[src/rtl/mux_rr_arbiter.sv]
// Round-robin arbiter that owns the select line of a shared 4:1 mux.
// A grant lasts at most HOLD_MAX cycles; re-arbitration happens without idle gaps.
module mux_rr_arbiter #(
    parameter int HOLD_W   = 3,
    parameter int HOLD_MAX = 4
) (
    input  logic       clock,
    input  logic       reset_b,
    input  logic [3:0] req,
    output logic [1:0] select,
    output logic [3:0] grant,
    output logic       busy,
    output logic       grant_change
);

    typedef enum logic {
        IDLE,
        GRANT
    } state_t;

    state_t              state_reg;
    logic [1:0]          last_reg;
    logic [HOLD_W-1:0]   hold_cnt_reg;
    logic [1:0]          select_reg;
    logic [3:0]          grant_reg;
    logic                busy_reg;
    logic                grant_change_reg;

    logic [1:0]          cand_idx [4];
    logic [3:0]          cand_req;
    logic [1:0]          win_next;
    logic                any_req;
    logic                keep_owner;

    // Candidate k is last+1+k, so the current owner is always examined last.
    generate
        for (genvar gi = 0; gi < 4; gi++) begin : g_scan
            assign cand_idx[gi] = last_reg + 2'(gi + 1);
            assign cand_req[gi] = req[cand_idx[gi]];
        end
    endgenerate

    always_comb begin
        win_next = last_reg;
        for (int k = 3; k >= 0; k--) begin
            if (cand_req[k]) begin
                win_next = cand_idx[k];
            end
        end
    end

    assign any_req    = |req;
    assign keep_owner = (state_reg == GRANT) && req[last_reg] &&
                        (hold_cnt_reg < HOLD_W'(HOLD_MAX));

    always_ff @(posedge clock) begin
        if (!reset_b) begin
            state_reg        <= IDLE;
            last_reg         <= 2'd3;
            hold_cnt_reg     <= '0;
            select_reg       <= 2'd0;
            grant_reg        <= 4'd0;
            busy_reg         <= 1'b0;
            grant_change_reg <= 1'b0;
        end else begin
            grant_change_reg <= 1'b0;
            if (keep_owner) begin
                hold_cnt_reg <= hold_cnt_reg + HOLD_W'(1);
            end else if (any_req) begin
                // Fresh grant, possibly to the same owner after its hold expired.
                state_reg        <= GRANT;
                last_reg         <= win_next;
                hold_cnt_reg     <= HOLD_W'(1);
                select_reg       <= win_next;
                grant_reg        <= 4'b0001 << win_next;
                busy_reg         <= 1'b1;
                grant_change_reg <= 1'b1;
            end else begin
                state_reg <= IDLE;
                grant_reg <= 4'd0;
                busy_reg  <= 1'b0;
            end
        end
    end

    assign select       = select_reg;
    assign grant        = grant_reg;
    assign busy         = busy_reg;
    assign grant_change = grant_change_reg;

endmodule
[config.mk]
export PLATFORM = sky130hd
export DESIGN_NAME = mux_rr_arbiter
export DESIGN_NICKNAME = d
export VERILOG_FILES = /design/src/rtl/mux_rr_arbiter.sv
export SDC_FILE = /design/constraint.sdc
export NUM_CORES = 1
export LEC_CHECK = 0
export CAP_MARGIN = 15
export CORE_ASPECT_RATIO = 0.8
export CORE_MARGIN = 3
export CORE_UTILIZATION = 40
export CTS_BUF_LIST = sky130_fd_sc_hd__clkbuf_8
export CTS_CLUSTER_SIZE = 20
export DETAILED_ROUTE_END_ITERATION = 8
export GPL_TIMING_DRIVEN = 0
export PLACE_DENSITY = 0.74
export SLEW_MARGIN = 40
export SYNTH_ARGS = -nofsm -noshare
export SYNTH_HDL_FRONTEND = slang
export SYNTH_SLANG_ARGS = --single-unit
[constraint.sdc]
create_clock -name clock -period 2.8 [get_ports clock]
set_input_delay 0.7 -clock clock [delete_from_list [all_inputs] [get_ports clock]]
set_output_delay 0.7 -clock clock [all_outputs]
set_load 0.005 [all_outputs]
==> flow_summary.ini <==
[floorplanning]
io_pins = 14
die_x_um = 53.58
core_um2 = 1659
initial_core_util_pct = 43.67
die_area_um2 = 2361
row_count = 13
dieHeight_um = 44.07

[power_and_ir_drop]
seq_power_share_pct = 39.2
power_density_nw_per_um2 = 617.0
peakVddDrop_uv = 403.1
power_frac_comb_pct = 31.4
leakagePower_nw = 0.3248
swShare_pct = 30.58
p_clk_share_pct = 29.3
intPower_w = 0.0003891
power.switching_w = 0.0001714

[route]
vias_per_cell = 5.653
drt_iter0_drc = 15
drc_errors = 0
drt_wl_total_um = 1687
drt_pass1_iterations = 4
via_count = 684
wl_per_cell_um = 13.94
ant_nets = 0

[clock_tree]
clk_latency_ns = 0.24
clockRootBuffer = clkbuf_8
clk_pin_slew_ns = 0.06
cts_num_sinks = 13
cts_resized = 0
cts_made_buffers = 3
hold_buffers = 0
clock_path_buffers = 2
cts_htree_levels = 1
postCtsSetupBuffers = 0
cts_tree = built

[worst_setup_path]
rrSetupSlack_ns = 1.12
r2r-start = last_reg[0]
startpoint_type = input port
cp_num_cells = 5
crit_type = input port to flop
worst-path-buf-inv = 1
cpPeakStageDelay_ns = 0.56
crit_arrival_ns = 2.44
path_cells = clkdlybuf4s50_1 -> mux2_2 -> a22oi_1 -> o2111ai_1 -> a21oi_1
cp.required_ns = 2.97
crit_family = compound AO/OA/AOI/OAI gates
crit_path_end_kind = flop
rr_worst_depth = 5
critPathCapture = grant[2]
r2r_end = grant[2]
crit_fanout = 8
crit_start = req[2]
slowest_stage = clkdlybuf4s50_1

[global_route]
grt_antenna_before_repair = 0
grt_max_degree = 11
grt_pass1_wl_um = 2808
grt_usage_pct = 16.33
grt_pass1_vias = 625
overflow = 0

[logic_synthesis]
syn_area_um2 = 724.4
synth_edf_count = 0
ys_seq_area_share_pct = 35.92
synth_ff_type = dfxtp_1
synth_warnings = 0
ys_ff_latch = 13
syn_inst = 84
syn-num-nets = 91
synth_area_per_cell_um2 = 8.624
synth.distinct_cells = 34
synthArstFlopShare_pct = 0

[layout]
syn2layout_area_growth_pct = 25.39
largest_reg_flops = 4
finish.net_count = 107
diodes = 0
drive_above_1_share_pct = 12.12

[sta]
fin_crit_sh_pct = 81.16
skew_ns = 0.006872
relSlewSlack_pct = 54.29
rsz0062_at_grt = false
setup_slack_ns = 0.5275
final_hold_viol_count = 0
max_freq_mhz = 440.0
slew_violations = 0
min_period_ns = 2.273
worst_pin_slew_ns = 0.6800
setup_tns_ns = 0
finalSetupViolations = 0

[min_path]
min_path_type = flop to flop
min_path_cells = 2

[placed_design]
io_buffers = 11
dp_hpwl_um = 1234
pre_cts_slack_ns = 0.3055
globalplace.congestion = 0.8108

[job]
drv_cap = 0

[status]
status = finished, final reports clean
per-layer routing:
metal  global-route usage (%)  share of wire [%]
met5                        0                  0
met4                    4.592               0.59
met3                    7.071                7.9
met2                    24.94                 43
met1                    20.96                 48
worst register-to-register path, stage by stage (launching register included):
cell	delay (ns)
dfxtp_1	0.36
buf_6	0.16
mux2_4	0.34
a22oi_1	0.38
o2111ai_1	0.18
a21oi_1	0.20
synthesized netlist by cell type (3+ instances only):
cell / count / share of area [%]
dfxtp_1: 13 / 36
a21oi_1: 10 / 6.9
nor2_1: 8 / 4.1
nand2_1: 7 / 3.6
o21ai_0: 7 / 4.8
nand2b_1: 3 / 2.6
nand4_1: 3 / 2.6
layout make-up:
| cell class | instances | area, um2 |
|---|---|---|
| Buffer | 5 | 35.03 |
| Clock buffer | 3 | 41.29 |
| Clock inverter | 1 | 5.005 |
| Fill cell | 168 | 750.7 |
| Inverter | 2 | 7.507 |
| Multi-Input combinational cell | 64 | 421.7 |
| Sequential cell | 13 | 260.3 |
| Tap cell | 22 | 27.53 |
| Timing Repair Buffer | 11 | 110.1 |
kinds of logic after synthesis:
group	count (synthesis)	synth area share, %
multiplexers	3	5.008
buffers and inverters	7	5.871
AO/OA/AOI/OAI	29	27.98
flip-flops	13	35.92
AND/OR/NAND/NOR	31	23.49
adder cells (fa/ha/maj)	1	1.727
worst min-delay path by stage:
| stage | from | end | slack [ns] |
|---|---|---|---|
| finish | grant[0] | grant[0] | 0.46 |
| global route | grant[0] | grant[0] | 0.49 |
| CTS | grant[0] | grant[0] | 0.46 |
| detailed placement | grant[0] | grant[0] | 0.45 |
| global placement | grant[2] | grant[2] | 0.45 |
| floorplan | grant[0] | grant[0] | 0.45 |
power groups by stage:
| stage | Clock (W) | Combinational, W | Sequential [W] |
|---|---|---|---|
| after floorplan | 0 | 0.000116 | 0.000223 |
| after global placement | 0 | 0.000169 | 0.000223 |
| after detailed placement | 0 | 0.000174 | 0.000223 |
| after CTS | 0.000167 | 0.000175 | 0.000220 |
| after global routing | 0.000178 | 0.000194 | 0.000222 |
| final | 0.000164 | 0.000176 | 0.000220 |
per-stage QoR:
stage               instance area [um2]  util [%]  hold slack (ns)  std cells  power (W)
floorplan                         724.4         -           0.4483         84  0.0003384
global placement                  862.1     51.96           0.4462        117  0.0003918
detailed placement                862.1     51.96           0.4509        117  0.0003969
CTS                               908.4     54.75           0.4567        121  0.0005622
global route                      908.4     54.75           0.4867        121  0.0005938
finish                            908.4     54.75           0.4574        121  0.0005605
cell usage in the layout (no fill, tap or decap):
| cell type | synthesis | routed |
|---|---|---|
| clkbuf_8 | 0 | 3 |
| o21ai_0 | 7 | 7 |
| nand3_1 | 1 | 1 |
| a21oi_1 | 10 | 10 |
| clkbuf_1 | 2 | 2 |
| and2_1 | 1 | 1 |
| nand4b_1 | 1 | 1 |
| a41oi_1 | 1 | 1 |
| buf_2 | 1 | 1 |
| nand2b_1 | 3 | 3 |
| inv_1 | 1 | 1 |
| a311oi_1 | 1 | 1 |
| o31ai_1 | 1 | 1 |
| nand4_1 | 3 | 3 |
| o211ai_1 | 2 | 2 |
| mux2_2 | 1 | 1 |
| nor3_1 | 2 | 2 |
| clkdlybuf4s50_1 | 0 | 11 |
| a22o_1 | 1 | 1 |
| a211o_1 | 1 | 1 |
| nor2_1 | 8 | 8 |
| and3b_1 | 1 | 1 |
| a22oi_1 | 1 | 1 |
| clkinv_1 | 1 | 1 |
| dfxtp_1 | 13 | 13 |
| nor3b_2 | 1 | 1 |
| clkinv_2 | 0 | 1 |
| ha_1 | 1 | 1 |
| mux2i_1 | 1 | 1 |
| mux2_4 | 1 | 1 |
| buf_6 | 2 | 2 |
| nor4_2 | 1 | 1 |
| o221ai_1 | 1 | 1 |
| nand2_1 | 7 | 7 |
| a221oi_4 | 1 | 1 |
| nor2b_1 | 2 | 2 |
| o2111ai_1 | 2 | 2 |
(Power assumes the default switching activity.)
